[src/rtl/nibble_add_sequencer_pkg.sv]
// rtl/nibble_add_sequencer_pkg.sv - shared state encoding and default width for the nibble add sequencer
//
// Purpose: common definitions imported by the sequencer top and its result register.
//   state_t        FSM state encoding (S_A, S_B, S_ADD, S_HOLD)
//   DEFAULT_WIDTH  default operand/sum width, matching the attached 4-bit adder
package nibble_add_sequencer_pkg;

  localparam int DEFAULT_WIDTH = 4;

  typedef enum logic [1:0] {
    S_A    = 2'd0,
    S_B    = 2'd1,
    S_ADD  = 2'd2,
    S_HOLD = 2'd3
  } state_t;

endpackage

[src/rtl/nibble_result_reg.sv]
// rtl/nibble_result_reg.sv - captured sum/carry/zero with valid/ready hand-off
//
// Purpose: latches the adder result on a capture strobe and holds it until downstream accepts.
// Ports:
//   clk, rst                  clock, asynchronous active-high reset
//   capture                   load strobe (one cycle, from the sequencer's settle state)
//   sum_in, carry_in          adder outputs to capture
//   res_ready                 downstream accept
//   res_sum, res_carry        captured result
//   res_zero                  captured sum and carry both zero
//   res_valid                 result pending; cleared on res_valid & res_ready
module nibble_result_reg
  import nibble_add_sequencer_pkg::*;
#(
  parameter int WIDTH = DEFAULT_WIDTH
) (
  input  logic             clk,
  input  logic             rst,
  input  logic             capture,
  input  logic [WIDTH-1:0] sum_in,
  input  logic             carry_in,
  input  logic             res_ready,
  output logic [WIDTH-1:0] res_sum,
  output logic             res_carry,
  output logic             res_zero,
  output logic             res_valid
);

  always_ff @(posedge clk or posedge rst) begin
    if (rst) begin
      res_sum   <= '0;
      res_carry <= 1'b0;
      res_zero  <= 1'b0;
      res_valid <= 1'b0;
    end else if (capture) begin
      res_sum   <= sum_in;
      res_carry <= carry_in;
      res_zero  <= (sum_in == '0) && !carry_in;
      res_valid <= 1'b1;
    end else if (res_valid && res_ready) begin
      // Data fields stay as they were; only the valid flag drops.
      res_valid <= 1'b0;
    end
  end

endmodule

[src/rtl/nibble_add_sequencer.sv]
// rtl/nibble_add_sequencer.sv - operand sequencer and result capture around an external ripple adder
//
// Purpose: takes A then B over one valid/ready bus, drives them to the adder, captures the
// result one settle cycle later and offers it downstream. Accumulate mode reuses the last sum as A.
// Ports:
//   clk, rst                    clock, asynchronous active-high reset
//   in_data/in_valid/in_ready   operand input stream
//   acc_en                      sampled in S_A: reuse last sum as A
//   add_a, add_b                registered operands to the adder
//   add_sum, add_carry          combinational adder result
//   res_sum/res_carry/res_zero  captured result, res_valid/res_ready hand-off
//   ovf_sticky, ovf_clr         sticky carry flag and its synchronous clear
//   busy                        sequencer not idle in S_A
module nibble_add_sequencer
  import nibble_add_sequencer_pkg::*;
#(
  parameter int WIDTH = DEFAULT_WIDTH
) (
  input  logic             clk,
  input  logic             rst,
  input  logic [WIDTH-1:0] in_data,
  input  logic             in_valid,
  output logic             in_ready,
  input  logic             acc_en,
  output logic [WIDTH-1:0] add_a,
  output logic [WIDTH-1:0] add_b,
  input  logic [WIDTH-1:0] add_sum,
  input  logic             add_carry,
  output logic [WIDTH-1:0] res_sum,
  output logic             res_carry,
  output logic             res_zero,
  output logic             res_valid,
  input  logic             res_ready,
  output logic             ovf_sticky,
  input  logic             ovf_clr,
  output logic             busy
);

  state_t           state, state_nxt;
  logic [WIDTH-1:0] last_sum;
  logic             load_a_in, load_a_acc, load_b, capture;

  always_ff @(posedge clk or posedge rst) begin
    if (rst) state <= S_A;
    else     state <= state_nxt;
  end

  always_comb begin
    state_nxt  = state;
    in_ready   = 1'b0;
    load_a_in  = 1'b0;
    load_a_acc = 1'b0;
    load_b     = 1'b0;
    capture    = 1'b0;
    case (state)
      S_A: begin
        in_ready = 1'b1;
        // Accumulate takes priority: A comes from last_sum and no input beat is consumed.
        if (acc_en) begin
          load_a_acc = 1'b1;
          state_nxt  = S_B;
        end else if (in_valid) begin
          load_a_in = 1'b1;
          state_nxt = S_B;
        end
      end
      S_B: begin
        in_ready = 1'b1;
        if (in_valid) begin
          load_b    = 1'b1;
          state_nxt = S_ADD;
        end
      end
      S_ADD: begin
        // Operands have been stable at the adder for a full cycle; capture at this edge.
        capture   = 1'b1;
        state_nxt = S_HOLD;
      end
      S_HOLD: begin
        if (res_valid && res_ready) state_nxt = S_A;
      end
      default: state_nxt = S_A;
    endcase
  end

  always_ff @(posedge clk or posedge rst) begin
    if (rst) begin
      add_a      <= '0;
      add_b      <= '0;
      last_sum   <= '0;
      ovf_sticky <= 1'b0;
    end else begin
      if (load_a_acc)     add_a <= last_sum;
      else if (load_a_in) add_a <= in_data;
      if (load_b)         add_b <= in_data;
      if (capture)        last_sum <= add_sum;
      // A carry captured in the same cycle as a clear keeps the flag set.
      if (capture && add_carry) ovf_sticky <= 1'b1;
      else if (ovf_clr)         ovf_sticky <= 1'b0;
    end
  end

  assign busy = (state != S_A);

  nibble_result_reg #(.WIDTH(WIDTH)) u_result (
    .clk      (clk),
    .rst      (rst),
    .capture  (capture),
    .sum_in   (add_sum),
    .carry_in (add_carry),
    .res_ready(res_ready),
    .res_sum  (res_sum),
    .res_carry(res_carry),
    .res_zero (res_zero),
    .res_valid(res_valid)
  );

endmodule

[config.mk]
export PLATFORM = sky130hd
export DESIGN_NAME = nibble_add_sequencer
export DESIGN_NICKNAME = d
export VERILOG_FILES = /design/src/rtl/nibble_add_sequencer_pkg.sv /design/src/rtl/nibble_result_reg.sv /design/src/rtl/nibble_add_sequencer.sv
export SDC_FILE = /design/constraint.sdc
export NUM_CORES = 1
export LEC_CHECK = 0
export CORE_MARGIN = 3
export CORE_UTILIZATION = 40
export DETAILED_ROUTE_END_ITERATION = 8
export GPL_ROUTABILITY_DRIVEN = 1
export PLACE_DENSITY = 0.78
export RECOVER_POWER = 100
export SLEW_MARGIN = 20
export SYNTH_ARGS = -nofsm -noshare
export SYNTH_HDL_FRONTEND = slang
export SYNTH_SLANG_ARGS = --single-unit
[constraint.sdc]
create_clock -name clk -period 2.75 [get_ports clk]
set_input_delay 0.55 -clock clk [delete_from_list [all_inputs] [get_ports clk]]
set_output_delay 0.55 -clock clk [all_outputs]
set_load 0.01 [all_outputs]
* Word-level counts from Yosys, hierarchy flattened
Index checks and enable logic that the tools add are counted. W data, S select, Z words.
Word-level totals: bits in registers 18, bits of input ports 15, word-level logic and storage cells 45
Cells by class: eq/ne operators 6, muxes and demuxes 19, reductions and logical operators 12
Operator list (count):
- $mux W1 | 12
- $mux W2 | 4
- $mux W4 | 2
- $pmux W2 S4 | 1
- $reduce_bool A2 Y1 | 4
- $eq A2 B2 Y1 const B | 2
- $logic_not A4 Y1 | 1
- $ne A2 B2 Y1 const B | 2
- $logic_and A1 B1 Y1 | 3
- $ne A3 B3 Y1 const B | 1
- $reduce_and A3 Y1 | 1
- $eq A2 B1 Y1 const B | 1
- $logic_not A2 Y1 | 1
- $reduce_or A2 Y1 | 1
- $logic_not A1 Y1 | 1

* Logic depth before layout (Yosys ltp)
Gate-level depths: netlist of the first run.
word-level depth 5, mapped depth 6

* Hierarchy
From an unflattened synthesis of the first run, not the netlist that was laid out.
Second synthesis, totals: cells, all modules 79, area, all modules 1012.2 um2
By module, submodules not included:
- nibble_add_sequencer | times used 1, cells an instance 59, area an instance 711.9 um2
- nibble_result_reg | times used 1, cells an instance 20, area an instance 300.3 um2

* Worst setup path before layout of the first run
OpenSTA, ideal clock, no wires.
path kind reg2out, start point reg state[0], end point out in_ready, data arrival time 985 ps, data required time 2200 ps, setup slack 1215 ps, stages on the path, launching flop included 4, path buffers 0, path through dfrtp_1 -> inv_1 -> ha_1 -> or2_2
On the way: word-level cells in the longest chain between the ends 3, elaborated cells between the ends (all ways) 4, classes of those cells 1 x eq/ne; 1 x mux; 2 x reduce/logical
Ends and longest elaborated chain:
- from (decl) | line nibble_add_sequencer.sv:39 | state_t state, state_nxt;
- from (signal assigned) | line nibble_add_sequencer.sv:45 | else state <= state_nxt;
- $eq A2 B1 Y1 or $logic_not A2 Y1 (tied branches) | line nibble_add_sequencer.sv:55 | case (state)
- $reduce_or A2 Y1 (no source line) (*)
- $mux W1 (*) | line nibble_add_sequencer.sv:55
- to (decl) | line nibble_add_sequencer.sv:23 | output logic in_ready,
Every way passes the cells marked *; elsewhere a longest branch is shown, timed or not.

* Worst setup path in the final report of the first run
Same ends and word-level chain as after synthesis.

==> out/summary.txt, run 1 <==
Nets - 128
Clk network pwr share - 0.127
Sequential power share - 0.364
TNS Setup - 0 ps
Clock skew - 4.78 ps
Post-synthesis simple-gate area fraction - 0.0720
CTS H-tree depth - 1
WL met1 - 808 µm
Switching share of power - 0.353
Sequential fraction of the synthesis area - 0.540
DR vias/cell - 4.85
Asr flop ratio synth - 1.00
Total of max-cap violations - 0
Synth cell count leaders - dfrtp_1, inv_1, mux2_2
Compound-cell area share of the yosys netlist - 0.0855
Pin count of the biggest net entering global routing - 19
Row count - 15
Hold_ws - 508 ps
Flops & latches, synth - 18
CTS buffer count - 3
Die height - 51.7 µm
Detail Placement HPWL - 1400 µm
Global placement routability congestion - 0.740
CTS Hold Bufs - 0
Crit-path slowest cell - dlygate4sd3_1
Outcome - finished clean
Initial DRC Count - 1
Max Root-Sink Buffers - 2
Crit Reg-Reg Startpoint - state[0]$_DFFE_PP0P_
Number of antenna diodes - 0
Layout area overhead - 45.1%
Max_slew headroom - 0.446
Pwr/cell area - 1070 nW/µm²
CP startpoint kind - register
Io pins - 33
Clock Pin Slew Worst Setup and Hold Paths - 100 ps
Mux cell area share after synthesis - 0.181
Core area - 1840 µm²
Post-synthesis adder-cell area fraction - 0.0750
R2R depth - 6
Post-synthesis cell type count - 19
Min cycle time layout - 2490 ps
Clk root buf - clkbuf_4
Fin area - 1210 µm²
WL met3 - 128 µm
WHS Endpoint - add_b[1]$_DFFE_PP0P_
CP Class - reg -> out
Crit path arrival time - 1940 ps
Final wirelength - 1770 µm
WL/cell - 13.4 µm
Largest family of logic cells by synthesized area - multiplexers
Peak VDD IR - 498 µV
RSZ-0062 raised after global routing - no
Total global routing track utilization - 0.147
Top-area cell type share of the netlist area - 0.540
Hold Violations, Final - 0
Post-synth EDFFs - 0
Area contributors post-synth - dfrtp_1, mux2_2, ha_1
Crit path largest cell delay - 600 ps
F_max - 0.401 GHz
Skew-Pair Late Insertion Delay - 300 ps
Clock sinks - 18
Post-route ant nets - 0
R2R Path End - add_a[1]$_DFFE_PP0P_
Gr ovfl total - 0
Gate power share - 0.509
Met2 WL - 780 µm
Initial core utilization - 0.454
Post CTS Setup Buffer Count - 0
Crit end category - primary output
IO Port Bufs - 32
Post-synth top area cell - dfrtp_1
Hold WC Path Type - reg -> reg
Drc violations - 0
DR top layer - met4
Initial antenna violation count - 0
Main synth FF type - dfrtp_1
Max-slew violations - 0
DP Area - 1180 µm²
FF-to-FF setup slack - 950 ps
Int Pwr - 0.837 mW
Hold wc startpoint - add_b[1]$_DFFE_PP0P_
Post-CTS resize count - 0
Vias - 640
Avg Inst Size Synth - 11.6 µm²
Pre-antenna DRT Iters - 2
XOR/XNOR Fraction of Synth Area - 0
Final setup violation count - 0
Vias in the first global route - 650
Die area - 2670 µm²
Slew @ Worst Pin - 823 ps
Yosys warning count - 0
CP Cell Sequence - inv_1 > ha_1 > or2_2 > dlygate4sd3_1
Post-Synthesis Cell Area - 835 µm²
First-pass GRT wire length - 2850 µm
Share of layout cells above drive strength 1 - 0.140
P_leak - 0.572 nW
WHS Path Cells - 1
CTS tree - yes
WP data required - 2200 ps
Syn nets - 92
Post-Syn Instances - 72
Crit path max fanout - 4
Period utilization - 0.907
Sw Pwr - 0.457 mW
Most common cell in the synthesized netlist - dfrtp_1
Die Wd - 51.7 µm
==> per-stage QoR <==
step	util	std cells	total power [mW]	setup slack [ps]
global placement	0.642	128	1.19	757
floorplan	-	72	0.850	1210
global route	0.659	132	1.39	157
detailed placement	0.642	128	1.21	700
CTS	0.662	132	1.38	358
finish	0.659	132	1.29	256
==> critical path, delay by kind of cell, from the launching register on <==
kind                       cells  cell delay, ps
DFF                            1             400
adders and majority gates      1             250
and+or+nand+nor                1             290
buffers and inverters          2             710
==> power by group through the flow <==
| stage | Clock, mW | Sequential, mW | Combinational (mW) |
|---|---|---|---|
| floorplan | 0 | 0.526 | 0.324 |
| global placement | 0 | 0.481 | 0.705 |
| detailed placement | 0 | 0.482 | 0.727 |
| CTS | 0.170 | 0.478 | 0.727 |
| global route | 0.185 | 0.489 | 0.718 |
| finish | 0.164 | 0.471 | 0.659 |
==> area by class of cell <==
type | instances | area [µm²]
fillers | 159 | 628
flip-flops and latches | 18 | 450
multi-input cells | 44 | 339
repair buffers | 32 | 320
clock buffers | 4 | 36.3
inverters | 9 | 33.8
well taps | 25 | 31.3
==> flip-flops by register name, indices dropped and copies added, names as in the netlist <==
name and cells:
u_result.res_zero 1, state 2, add_a 4, u_result.res_carry 1, u_result.res_sum 4, ovf_sticky 1
u_result.res_valid 1, add_b 4
==> layer usage <==
layer  global-route usage  up-vias
li1                     -      310
met1                0.182      297
met2                0.229       28
met3               0.0372        5
met4               0.0917        0
met5                    0        -
==> worst max path at each step <==
stage,startpoint,end,slack (ps)
3_3_place_gp,state[0]$_DFFE_PP0P_,in_ready,760
6_report,state[0]$_DFFE_PP0P_,in_ready,260
5_1_grt,state[0]$_DFFE_PP0P_,in_ready,160
2_1_floorplan,state[0]$_DFFE_PP0P_,in_ready,1210
3_5_place_dp,state[0]$_DFFE_PP0P_,in_ready,700
4_1_cts,state[0]$_DFFE_PP0P_,in_ready,360
==> cell usage in the layout, fill, tap and decap left out, drive strengths merged, types with 5 or more instances in the layout <==
cell type,n
dfrtp,18
a21oi,5
inv,9
mux2,9
nor2,6
clkdlybuf4s50,12
dlygate4sd3,20
ha,5
nand2,5
mux2i,5
==> cells by family after synthesis <==
group / count (synthesis)
and+or+nand+nor: 14
muxes: 14
AOI/OAI and AO/OA: 11
adders and majority gates: 5
DFF: 18
buffers and inverters: 10
No activity file was read; power rests on OpenSTA's default activity.
==> run 2: changes to the inputs <==
RECOVER_POWER = unset   (was 100)
==> run 2 against run 1 <==
Against the previous run:
- wire length down 0.40%
- clock power about the same
- die area unchanged
- first-iteration DRC count down 100%
- via count down 2.8%
- combinational power up 8.8%
- setup slack better by 120 ps
- sequential power up 1%
- largest power group unchanged
==> out/summary.txt, run 2 (synthesis gave the netlist of run 1 again) <==
Clock sinks - 18 (unchanged)
Die area - 2670 µm² (unchanged)
CTS tree - yes
CP startpoint kind - register
Max-slew violations - 0 (unchanged)
Total global routing track utilization - 0.147 (unchanged)
Crit path depth - 4 (unchanged)
Initial core utilization - 0.454 (unchanged)
First-pass GRT wire length - 2850 µm (unchanged)
Sequential power share - 0.351 (-0.013)
P_leak - 0.564 nW (-1.4%)
CP Class - reg -> out
CTS Hold Bufs - 0 (unchanged)
Skew-Pair Late Insertion Delay - 300 ps (about the same)
Post CTS Setup Buffer Count - 0 (unchanged)
R2R Path End - add_a[1]$_DFFE_PP0P_
Design Power - 1.36 mW (+5.0%)
Int Pwr - 0.892 mW (+6.6%)
Sw Pwr - 0.467 mW (+2.1%)
Switching share of power - 0.343 (-0.00967)
Vias - 622 (-2.8%)
Max_slew headroom - 0.550 (+0.105)
Row count - 15 (unchanged)
Clk network pwr share - 0.122 (-0.005)
Period utilization - 0.862 (-0.0451)
DR vias/cell - 4.71 (-2.8%)
Peak VDD IR - 532 µV (+6.8%)
Hold wc startpoint - add_b[3]$_DFFE_PP0P_
RSZ-0062 raised after global routing - no
Initial antenna violation count - 0 (unchanged)
Die Wd - 51.7 µm (unchanged)
Detail Placement HPWL - 1400 µm (unchanged)
Post-route ant nets - 0 (unchanged)
Final setup violation count - 0 (unchanged)
Largest regs - add_a x4, add_b x4, u_result.res_sum x4
FF-to-FF setup slack - 1190 ps (+240 ps)
TNS Setup - 0 ps (unchanged)
Core area - 1840 µm² (unchanged)
Die height - 51.7 µm (unchanged)
WP data required - 2200 ps (about the same)
CTS buffer count - 3 (unchanged)
Nets - 128 (unchanged)
Crit Reg-Reg Startpoint - state[0]$_DFFE_PP0P_
Share of layout cells above drive strength 1 - 0.150 (+0.00935)
Crit end category - primary output
IO Port Bufs - 32 (unchanged)
Crit-path slowest cell - clkdlybuf4s50_1
Max Root-Sink Buffers - 2 (unchanged)
Hold Violations, Final - 0 (unchanged)
Pre-antenna DRT Iters - 1 (-1)
Io pins - 33 (unchanged)
Clock skew - 4.48 ps (-0.297 ps)
Hold WC Path Type - reg -> reg
Commonest non-fill, non-tap cell in the layout - clkdlybuf4s50_1
Outcome - finished clean
Total of max-cap violations - 0 (unchanged)
Crit path largest cell delay - 480 ps (-120 ps)
Clock Pin Slew Worst Setup and Hold Paths - 110 ps (about the same)
WL/cell - 13.3 µm (-0.40%)
Initial DRC Count - 0 (-1)
Pwr/cell area - 1120 nW/µm² (+4.5%)
Min cycle time layout - 2370 ps (-124 ps)
Post-CTS resize count - 0 (unchanged)
CTS H-tree depth - 1 (unchanged)
F_max - 0.422 GHz (+5.2%)
Slew @ Worst Pin - 674 ps (-149 ps)
Cell family with most CP delay - buffers and inverters
Final wirelength - 1760 µm (-0.40%)
Clk root buf - clkbuf_4
CP bufs+invs - 2 (unchanged)
Vias in the first global route - 650 (unchanged)
Number of antenna diodes - 0 (unchanged)
Layout area overhead - 45.9%
Pin count of the biggest net entering global routing - 19 (unchanged)
CP Cell Sequence - inv_1 > ha_1 > or2_2 > clkdlybuf4s50_1
Crit path arrival time - 1820 ps (-120 ps)
Gate power share - 0.527 (+0.018)
Crit. Startpoint - state[0]$_DFFE_PP0P_
R2R depth - 6 (unchanged)
Global placement routability congestion - 0.740 (unchanged)
Most frequent cells in the layout - clkdlybuf4s50_1, dfrtp_1, inv_1, mux2_2, nor2_1
Drc violations - 0 (unchanged)
Gr ovfl total - 0 (unchanged)
Setup crit end - in_ready
Crit path max fanout - 4 (unchanged)
## run 2: per-stage QoR
| step | util | cell area [µm²] | cells | worst slack (ps) | hold slack [ps] |
|---|---|---|---|---|---|
| after global placement | 0.642 | 1180 | 128 | 757 | 488 |
| after floorplan | - | 835 | 72 | 1210 | 489 |
| final | 0.662 | 1220 | 132 | 380 | 515 |
| after detailed placement | 0.642 | 1180 | 128 | 700 | 494 |
| after CTS | 0.662 | 1220 | 132 | 358 | 517 |
| after global routing | 0.662 | 1220 | 132 | 276 | 535 |
## run 2: cell type report
type / count / area, µm²
flip-flops and latches: 18 / 450
clock buffers: 4 / 36.3
inverters: 9 / 33.8
well taps: 25 / 31.3
multi-input cells: 44 / 345
fillers: 157 / 622
repair buffers: 32 / 320
## run 2: how the worst min path moves through the flow
stage,end,slack (ps),depth (start not counted)
after CTS,add_b[3]$_DFFE_PP0P_,520,1
after global placement,add_b[1]$_DFFE_PP0P_,490,1
after detailed placement,add_b[2]$_DFFE_PP0P_,490,1
after global routing,add_b[3]$_DFFE_PP0P_,530,1
final,add_b[3]$_DFFE_PP0P_,510,1
after floorplan,add_a[0]$_DFFE_PP0P_,490,1
## run 2: metal layers
metal / track usage / up-vias / share of wire / routed length, µm
li1: - / 309 / - / -
met1: 0.182 / 282 / 0.47 / 827
met2: 0.229 / 26 / 0.43 / 752
met3: 0.0372 / 5 / 0.075 / 132
met4: 0.0917 / 0 / 0.026 / 46
met5: 0 / - / 0 / 0
## run 2: power groups by stage
stage               combinational [mW]  sequential [mW]  clock [mW]
finish                           0.717            0.477       0.166
global route                     0.777            0.494       0.185
CTS                              0.727            0.478       0.170
detailed placement               0.727            0.482           0
global placement                 0.705            0.481           0
floorplan                        0.324            0.526           0
